<file path="config.mk">
export PLATFORM = sky130hd
export DESIGN_NAME = lsu_bus_master
export DESIGN_NICKNAME = d
export VERILOG_FILES = /design/src/rtl/lsu_bus_master_pkg.sv /design/src/rtl/lsu_amo_alu.sv /design/src/rtl/lsu_bus_master.sv
export SDC_FILE = /design/constraint.sdc
export NUM_CORES = 2
export LEC_CHECK = 0
export ABC_AREA = 1
export CORE_MARGIN = 2
export CORE_UTILIZATION = 35
export CTS_CLUSTER_DIAMETER = 200
export CTS_CLUSTER_SIZE = 40
export DETAILED_ROUTE_END_ITERATION = 10
export PLACE_DENSITY = 0.64
export SKIP_LAST_GASP = 1
export SLEW_MARGIN = 20
export SYNTH_ARGS = -nofsm -noshare
export SYNTH_HDL_FRONTEND = slang
export SYNTH_SLANG_ARGS = --single-unit
</file>
<file path="constraint.sdc">
create_clock -name clock -period 5.3 [get_ports clock]
set_input_delay 1.06 -clock clock [delete_from_list [all_inputs] [get_ports clock]]
set_output_delay 1.06 -clock clock [all_outputs]
set_load 0.05 [all_outputs]
</file>
<file path="src/rtl/lsu_bus_master_pkg.sv">
// Shared types, codes and lane helpers for the data-memory bus master.
package lsu_bus_master_pkg;

   localparam logic [4:0] FCT5_ADD  = 5'b00000;
   localparam logic [4:0] FCT5_SWAP = 5'b00001;
   localparam logic [4:0] FCT5_LR   = 5'b00010;
   localparam logic [4:0] FCT5_SC   = 5'b00011;
   localparam logic [4:0] FCT5_XOR  = 5'b00100;
   localparam logic [4:0] FCT5_OR   = 5'b01000;
   localparam logic [4:0] FCT5_AND  = 5'b01100;
   localparam logic [4:0] FCT5_MIN  = 5'b10000;
   localparam logic [4:0] FCT5_MAX  = 5'b10100;
   localparam logic [4:0] FCT5_MINU = 5'b11000;
   localparam logic [4:0] FCT5_MAXU = 5'b11100;

   localparam logic [63:0] MCAUSE_LOAD_MISALIGNED  = 64'd4;
   localparam logic [63:0] MCAUSE_STORE_MISALIGNED = 64'd6;

   typedef enum logic [2:0] {
      LSU_ST_IDLE    = 3'd0,
      LSU_ST_RD_REQ  = 3'd1,
      LSU_ST_RD_RESP = 3'd2,
      LSU_ST_WR_REQ  = 3'd3,
      LSU_ST_WR_RESP = 3'd4,
      LSU_ST_DONE    = 3'd5
   } lsu_state_e;

   typedef enum logic [2:0] {
      OP_LOAD  = 3'd0,
      OP_LR    = 3'd1,
      OP_STORE = 3'd2,
      OP_SC    = 3'd3,
      OP_AMO   = 3'd4
   } lsu_op_e;

   function automatic logic [7:0] byte_mask(input logic [1:0] size);
      unique case (size)
         2'd0:    byte_mask = 8'h01;
         2'd1:    byte_mask = 8'h03;
         2'd2:    byte_mask = 8'h0F;
         default: byte_mask = 8'hFF;
      endcase
   endfunction

   function automatic logic [2:0] align_mask(input logic [1:0] size);
      unique case (size)
         2'd0:    align_mask = 3'b000;
         2'd1:    align_mask = 3'b001;
         2'd2:    align_mask = 3'b011;
         default: align_mask = 3'b111;
      endcase
   endfunction

   function automatic logic [7:0] lane_wstrb(input logic [2:0] off,
                                             input logic [1:0] size);
      lane_wstrb = byte_mask(size) << off;
   endfunction

   function automatic logic [63:0] lane_wdata(input logic [63:0] d,
                                              input logic [2:0]  off,
                                              input logic [1:0]  size);
      logic [7:0]  bm;
      logic [63:0] m;
      bm = byte_mask(size);
      for (int i = 0; i < 8; i++) m[8*i +: 8] = {8{bm[i]}};
      lane_wdata = (d & m) << {off, 3'b000};
   endfunction

   // f3[2] selects zero extension; size in f3[1:0]
   function automatic logic [63:0] lane_extract(input logic [63:0] d,
                                                input logic [2:0]  off,
                                                input logic [2:0]  f3);
      logic [63:0] s;
      s = d >> {off, 3'b000};
      unique case (f3[1:0])
         2'd0:    lane_extract = f3[2] ? {56'd0, s[7:0]}
                                       : {{56{s[7]}}, s[7:0]};
         2'd1:    lane_extract = f3[2] ? {48'd0, s[15:0]}
                                       : {{48{s[15]}}, s[15:0]};
         2'd2:    lane_extract = f3[2] ? {32'd0, s[31:0]}
                                       : {{32{s[31]}}, s[31:0]};
         default: lane_extract = s;
      endcase
   endfunction

endpackage

</file>
<file path="src/rtl/lsu_amo_alu.sv">
// Combinational AMO read-modify-write datapath: new = op(old, operand).
module lsu_amo_alu
   import lsu_bus_master_pkg::*;
(
   input  logic [63:0] old_i,
   input  logic [63:0] opnd_i,
   input  logic [4:0]  funct5_i,
   input  logic        is_word_i,
   output logic [63:0] new_o
);

   logic [63:0] a;
   logic [63:0] b;
   logic [63:0] r;
   logic        lt_s;
   logic        lt_u;

   always_comb begin
      // sign-extending both words keeps signed and unsigned order intact
      a = is_word_i ? {{32{old_i[31]}}, old_i[31:0]} : old_i;
      b = is_word_i ? {{32{opnd_i[31]}}, opnd_i[31:0]} : opnd_i;
      lt_s = $signed(a) < $signed(b);
      lt_u = a < b;
      case (funct5_i)
         FCT5_ADD:  r = a + b;
         FCT5_XOR:  r = a ^ b;
         FCT5_OR:   r = a | b;
         FCT5_AND:  r = a & b;
         FCT5_MIN:  r = lt_s ? a : b;
         FCT5_MAX:  r = lt_s ? b : a;
         FCT5_MINU: r = lt_u ? a : b;
         FCT5_MAXU: r = lt_u ? b : a;
         default:   r = b;
      endcase
      new_o = is_word_i ? {{32{r[31]}}, r[31:0]} : r;
   end

endmodule

</file>
<file path="src/rtl/lsu_bus_master.sv">
// Memory-stage initiator: one or two valid/ready bus transactions per
// load/store/atomic, with lane alignment, extension and LR/SC reservation.
module lsu_bus_master
   import lsu_bus_master_pkg::*;
#(
   parameter logic [63:0] PMEM_START = 64'h8000_0000
)(
   input  logic        clock,
   input  logic        reset,
   input  logic        req_valid_i,
   input  logic        load_i,
   input  logic        store_i,
   input  logic [2:0]  funct3_i,
   input  logic [63:0] addr_i,
   input  logic [63:0] sdata_i,
   input  logic        rva_valid_i,
   input  logic [4:0]  funct5_i,
   output logic        stall_o,
   output logic        resp_valid_o,
   output logic [63:0] rdata_o,
   output logic        exception_o,
   output logic [63:0] mcause_o,
   output logic        bus_req_valid_o,
   input  logic        bus_req_ready_i,
   output logic        bus_req_write_o,
   output logic [63:0] bus_req_addr_o,
   output logic [63:0] bus_req_wdata_o,
   output logic [7:0]  bus_req_wstrb_o,
   input  logic        bus_resp_valid_i,
   output logic        bus_resp_ready_o,
   input  logic [63:0] bus_resp_rdata_i
);

   lsu_state_e  state_q, state_d;
   lsu_op_e     op_q, op_d;
   logic [2:0]  f3_q, f3_d;
   logic [4:0]  f5_q, f5_d;
   logic [63:0] addr_q, addr_d;
   logic [63:0] sdata_q, sdata_d;
   logic [63:0] result_q, result_d;
   logic        resv_valid_q, resv_valid_d;
   logic [63:0] resv_addr_q, resv_addr_d;
   logic        breq_valid_q, breq_valid_d;
   logic        breq_write_q, breq_write_d;
   logic [63:0] breq_addr_q, breq_addr_d;
   logic [63:0] breq_wdata_q, breq_wdata_d;
   logic [7:0]  breq_wstrb_q, breq_wstrb_d;

   lsu_op_e     new_op;
   logic        is_mem;
   logic        misal;
   logic        sc_hit;
   logic        stall_c;
   logic        exc_c;
   logic [63:0] mcause_c;
   logic [63:0] bus_addr;
   logic [2:0]  ext_f3;
   logic [63:0] old_ext;
   logic [63:0] amo_new;

   always_comb begin
      is_mem   = req_valid_i & (load_i | store_i);
      misal    = |(addr_i[2:0] & align_mask(funct3_i[1:0]));
      bus_addr = (addr_i - PMEM_START) & ~64'h7;
      sc_hit   = resv_valid_q & (resv_addr_q == addr_i);
      if (load_i)
         new_op = rva_valid_i ? OP_LR : OP_LOAD;
      else if (rva_valid_i)
         new_op = (funct5_i == FCT5_SC) ? OP_SC : OP_AMO;
      else
         new_op = OP_STORE;
      // AMO.W loads always sign-extend
      ext_f3  = (op_q == OP_AMO) ? {1'b0, f3_q[1:0]} : f3_q;
      old_ext = lane_extract(bus_resp_rdata_i, addr_q[2:0], ext_f3);
   end

   lsu_amo_alu u_amo (
      .old_i     (old_ext),
      .opnd_i    (sdata_q),
      .funct5_i  (f5_q),
      .is_word_i (f3_q[1:0] == 2'b10),
      .new_o     (amo_new)
   );

   always_comb begin
      state_d      = state_q;
      op_d         = op_q;
      f3_d         = f3_q;
      f5_d         = f5_q;
      addr_d       = addr_q;
      sdata_d      = sdata_q;
      result_d     = result_q;
      resv_valid_d = resv_valid_q;
      resv_addr_d  = resv_addr_q;
      breq_valid_d = breq_valid_q;
      breq_write_d = breq_write_q;
      breq_addr_d  = breq_addr_q;
      breq_wdata_d = breq_wdata_q;
      breq_wstrb_d = breq_wstrb_q;
      stall_c      = 1'b0;
      exc_c        = 1'b0;
      mcause_c     = 64'd0;
      unique case (state_q)
         LSU_ST_IDLE: begin
            if (is_mem && misal) begin
               exc_c    = 1'b1;
               mcause_c = store_i ? MCAUSE_STORE_MISALIGNED
                                  : MCAUSE_LOAD_MISALIGNED;
            end else if (is_mem) begin
               stall_c      = 1'b1;
               op_d         = new_op;
               f3_d         = funct3_i;
               f5_d         = funct5_i;
               addr_d       = addr_i;
               sdata_d      = sdata_i;
               result_d     = 64'd0;
               breq_addr_d  = bus_addr;
               breq_write_d = 1'b1;
               breq_wdata_d = lane_wdata(sdata_i, addr_i[2:0], funct3_i[1:0]);
               breq_wstrb_d = lane_wstrb(addr_i[2:0], funct3_i[1:0]);
               unique case (new_op)
                  OP_LOAD, OP_LR, OP_AMO: begin
                     state_d      = LSU_ST_RD_REQ;
                     breq_valid_d = 1'b1;
                     breq_write_d = 1'b0;
                     breq_wdata_d = 64'd0;
                     breq_wstrb_d = 8'd0;
                  end
                  OP_SC: begin
                     resv_valid_d = 1'b0;
                     if (sc_hit) begin
                        state_d      = LSU_ST_WR_REQ;
                        breq_valid_d = 1'b1;
                     end else begin
                        state_d  = LSU_ST_DONE;
                        result_d = 64'd1;
                     end
                  end
                  default: begin
                     state_d      = LSU_ST_WR_REQ;
                     breq_valid_d = 1'b1;
                  end
               endcase
            end
         end
         LSU_ST_RD_REQ: begin
            stall_c = 1'b1;
            if (bus_req_ready_i) begin
               breq_valid_d = 1'b0;
               state_d      = LSU_ST_RD_RESP;
            end
         end
         LSU_ST_RD_RESP: begin
            stall_c = 1'b1;
            if (bus_resp_valid_i) begin
               result_d = old_ext;
               if (op_q == OP_AMO) begin
                  state_d      = LSU_ST_WR_REQ;
                  breq_valid_d = 1'b1;
                  breq_write_d = 1'b1;
                  breq_wdata_d = lane_wdata(amo_new, addr_q[2:0], f3_q[1:0]);
                  breq_wstrb_d = lane_wstrb(addr_q[2:0], f3_q[1:0]);
               end else begin
                  state_d = LSU_ST_DONE;
                  if (op_q == OP_LR) begin
                     resv_valid_d = 1'b1;
                     resv_addr_d  = addr_q;
                  end
               end
            end
         end
         LSU_ST_WR_REQ: begin
            stall_c = 1'b1;
            if (bus_req_ready_i) begin
               breq_valid_d = 1'b0;
               state_d      = LSU_ST_WR_RESP;
            end
         end
         LSU_ST_WR_RESP: begin
            stall_c = 1'b1;
            if (bus_resp_valid_i) state_d = LSU_ST_DONE;
         end
         LSU_ST_DONE: begin
            state_d = LSU_ST_IDLE;
         end
         default: begin
            state_d = LSU_ST_IDLE;
         end
      endcase
   end

   always_ff @(posedge clock) begin
      if (reset) begin
         state_q      <= LSU_ST_IDLE;
         op_q         <= OP_LOAD;
         f3_q         <= 3'd0;
         f5_q         <= 5'd0;
         addr_q       <= 64'd0;
         sdata_q      <= 64'd0;
         result_q     <= 64'd0;
         resv_valid_q <= 1'b0;
         resv_addr_q  <= 64'd0;
         breq_valid_q <= 1'b0;
         breq_write_q <= 1'b0;
         breq_addr_q  <= 64'd0;
         breq_wdata_q <= 64'd0;
         breq_wstrb_q <= 8'd0;
      end else begin
         state_q      <= state_d;
         op_q         <= op_d;
         f3_q         <= f3_d;
         f5_q         <= f5_d;
         addr_q       <= addr_d;
         sdata_q      <= sdata_d;
         result_q     <= result_d;
         resv_valid_q <= resv_valid_d;
         resv_addr_q  <= resv_addr_d;
         breq_valid_q <= breq_valid_d;
         breq_write_q <= breq_write_d;
         breq_addr_q  <= breq_addr_d;
         breq_wdata_q <= breq_wdata_d;
         breq_wstrb_q <= breq_wstrb_d;
      end
   end

   // request-side combinational outputs are held at 0 during reset
   assign stall_o          = stall_c & ~reset;
   assign exception_o      = exc_c & ~reset;
   assign mcause_o         = reset ? 64'd0 : mcause_c;
   assign resp_valid_o     = (state_q == LSU_ST_DONE);
   assign rdata_o          = (state_q == LSU_ST_DONE) ? result_q : 64'd0;
   assign bus_req_valid_o  = breq_valid_q;
   assign bus_req_write_o  = breq_write_q;
   assign bus_req_addr_o   = breq_addr_q;
   assign bus_req_wdata_o  = breq_wdata_q;
   assign bus_req_wstrb_o  = breq_wstrb_q;
   assign bus_resp_ready_o = (state_q == LSU_ST_RD_RESP) ||
                             (state_q == LSU_ST_WR_RESP);

endmodule

</file>
==> results_dict.tcl <==
set metrics [dict create \
    yosys_warnings 0 \
    synthFlopType "dfxtp_1" \
    drc 0 \
    insertion_delay_ps 600 \
    row_count 116 \
    power_frac_comb_pct 84.8 \
    drtIter0Drc 5798 \
    fill_cells 10500 \
    cp.required_ps 5810 \
    start_util_pct 35.3 \
    die_height_um 322 \
    setup_viol 0 \
    antenna_left 0 \
    fp.dieW_um 322 \
    finalCriticalPeriod_ps 5240 \
    grt_max_degree 181 \
    ctsHoldBuffers 0 \
    post-route-util_pct 49.7 \
    cts.clk_slew.worst_paths_ps 170 \
    critPathTopFamily "simple AND/OR/NAND/NOR gates" \
    wirelength_mm 229 \
    grt_pass1_wl_mm 316 \
    gp_congestion 1.08 \
    antenna_found_initial 10 \
    whs_ps 464 \
    wl_per_cell_um 27.3 \
    crit_path_max_fanout 6 \
    p_sw_share_pct 57.2 \
    period_share_pct 98.9 \
    switchingPower_mw 20.5 \
    syn_to_final_growth_pct 40.8 \
    p_leak_nw 22.2 \
    ir_drop_uv 530 \
    finalHoldViolCount 0 \
    slowest_stage "o211ai_1" \
    drive_above_1_share_pct 21.1 \
    vias 47400 \
    clock_path_buffers 3 \
    worstSetupStartpointType "input port" \
    track_usage_pct 42.2 \
    final.setup_skew_ps 62.1 \
    intPower_mw 15.3 \
    cpPeakStageDelay_ps 350 \
    viasPerCell 5.65 \
    die_area_um2 104000 \
    synthArstFlopShare_pct 0 \
    arrival_ps 5750 \
    dp_hpwl_mm 185 \
    grt_pass1_vias 43700 \
    power_density_nw_per_um2 719 \
    dp_cells 8293 \
    cpMostUsedCell "nand2_2" \
    maxCapViolCount 0 \
    slew_headroom_pct 29.9 \
    stdcell_area_um2 49700 \
    worst-path-buf-inv 11 \
    core_um2 100000 \
    cts-root-buf "clkbuf_16" \
    ys_seq_area_share_pct 21.4 \
    status "completed" \
    cts_max_level 1 \
    end_kind "flip-flop" \
    syn_avg_cell_area_um2 5.89 \
    power.share.sequential_pct 10.7 \
    clkPwrFrac_pct 4.5 \
    placed_area_um2 46800 \
    io_pins 478 \
    rsz0062_at_grt "yes" \
    synth_cells 5997 \
    fin_cells 8394 \
    worst_pin_slew_ps 1050 \
    overflow 0 \
    cts_buffers 14 \
    hold_class "reg2reg" \
    clock-sinks 378 \
    synth_seq_cells 378 \
    fin_nets 7492 \
    cts_tree "built" \
    synth_area_um2 35300 \
    fmax_mhz 191 \
    firstDrtPassIters 6 \
    drv_slew 0 \
    synth_cell_types 65 \
    synth_edf_count 0 \
    critPathKind "in2reg" \
    io_buffers 412 \
]
==> layout make-up <==
cell class | count | area (um2) | share of cell area (%)
diodes | 3 | 7.51 | 0.0151
clock buffers | 16 | 379 | 0.762
clock inverters | 3 | 68.8 | 0.138
inverters | 677 | 2580 | 5.18
multi-input cells | 4567 | 24800 | 49.9
flip-flops and latches | 378 | 7580 | 15.2
well taps | 1298 | 1620 | 3.26
repair buffers | 1452 | 12700 | 25.5
==> metrics by stage <==
stage               TNS [ps]  setup WS (ps)  power (mW)
floorplan                  0            527        16.4
global placement      -66550          -1450        30.1
detailed placement    -71850          -1540        30.0
CTS                        0          0.673        33.5
global route            -571          -62.7        37.2
finish                     0           60.1        35.8
==> power groups by stage <==
| stage | sequential (mW) | combinational [mW] | clock (mW) |
|---|---|---|---|
| after global placement | 3.84 | 26.3 | 0 |
| after floorplan | 4.23 | 12.2 | 0 |
| after CTS | 3.78 | 28.1 | 1.64 |
| final | 3.81 | 30.3 | 1.62 |
| after detailed placement | 3.84 | 26.2 | 0 |
| after global routing | 3.83 | 31.7 | 1.72 |
==> synthesized netlist by cell type (58+ instances only) <==
master	n	area, um2
nand3_1	525	2630
ha_1	193	2410
inv_1	644	2420
buf_4	106	796
nor3_1	58	290
clkbuf_1	236	886
o22ai_1	62	388
o21ai_0	621	3110
nor2_1	719	2700
a211oi_1	62	465
dfxtp_1	378	7570
nand2_1	1180	4430
a21oi_1	628	3140
==> repair_timing <==
item / 4_1_cts / 5_1_grt
endpoints found under the setup margin: 64 / 61
pin swaps: 70 / 96
cloned: 3 / 3
gates resized for setup: 235 / 279
buffers inserted: 59 / 21
==> worst reg2reg max path: cells and delay by family, from the launching register on <==
family,cells,cell delay [ps]
AND/OR/NAND/NOR,24,2580
buffers and inverters,9,1210
AO/OA/AOI/OAI,3,650
flip-flops,1,430
adder cells (fa/ha/maj),1,280
==> final timing paths <==
check,startpoint,cells after the start,endpoint,slack [ps]
setup / recovery,bus_resp_rdata_i[23],38,bus_req_wdata_o[33]$_SDFFE_PP0P_,60
hold / removal,bus_req_valid_o$_SDFFE_PP0P_,2,bus_req_valid_o$_SDFFE_PP0P_,460
setup reg to reg,addr_q[0]$_SDFFE_PP0P_,37,bus_req_wdata_o[33]$_SDFFE_PP0P_,80
hold reg to reg,bus_req_valid_o$_SDFFE_PP0P_,2,bus_req_valid_o$_SDFFE_PP0P_,460
==> cells by family (layout without fill, tap and decap cells) <==
kind of cell / after synthesis / after routing / synth area share [%]
multiplexers: 11 / 11 / 0.312
adder cells (fa/ha/maj): 194 / 194 / 6.89
AO/OA/AOI/OAI: 1645 / 1645 / 25.7
other: 1 / 68 / 0.0106
AND/OR/NAND/NOR: 2622 / 2622 / 31.3
XOR/XNOR: 30 / 30 / 0.743
buffers and inverters: 1116 / 2148 / 13.6
flip-flops: 378 / 378 / 21.4
==> layer usage <==
layer | global-route usage [%] | vias up | wire [um]
li1 | - | 22000 | -
met1 | 54.6 | 22300 | 92200
met2 | 63.7 | 2605 | 95200
met3 | 7.71 | 511 | 21900
met4 | 28.3 | 12 | 19500
met5 | 0 | - | 80
==> flip-flops by register name, indices dropped and copies added (netlist names) <==
register and cells:
bus_req_write_o 1, f3_q 3, bus_req_addr_o 33, state_q 3, addr_q 64, f5_q 5, sdata_q 64, bus_req_wdata_o 64
result_q 64, bus_req_wstrb_o 8, resv_addr_q 64, op_q 3, bus_req_valid_o 1, resv_valid_q 1
==> layout by cell type (no fill, tap or decap), types with 13 or more instances in the layout <==
| cell type | count |
|---|---|
| inv_2 | 48 |
| a221oi_1 | 25 |
| nand3_2 | 73 |
| clkbuf_16 | 17 |
| o221ai_1 | 19 |
| inv_1 | 611 |
| dfxtp_1 | 374 |
| nor2_2 | 30 |
| a31oi_1 | 38 |
| nand4_1 | 53 |
| clkdlybuf4s50_1 | 398 |
| ha_4 | 21 |
| buf_4 | 958 |
| o21ai_2 | 28 |
| o21ai_0 | 565 |
| a211oi_1 | 61 |
| conb_1 | 65 |
| a21oi_2 | 43 |
| o21ai_1 | 86 |
| nand2_2 | 68 |
| o211ai_1 | 49 |
| nor2_1 | 680 |
| nand2_1 | 1114 |
| ha_1 | 170 |
| a21oi_1 | 588 |
| nand2_4 | 15 |
| nor3_1 | 51 |
| o21a_1 | 13 |
| o22ai_1 | 62 |
| nand3_1 | 450 |
| buf_6 | 34 |
| nor2_4 | 22 |
| buf_12 | 42 |
| xor2_1 | 23 |
(Power assumes the default switching activity.)
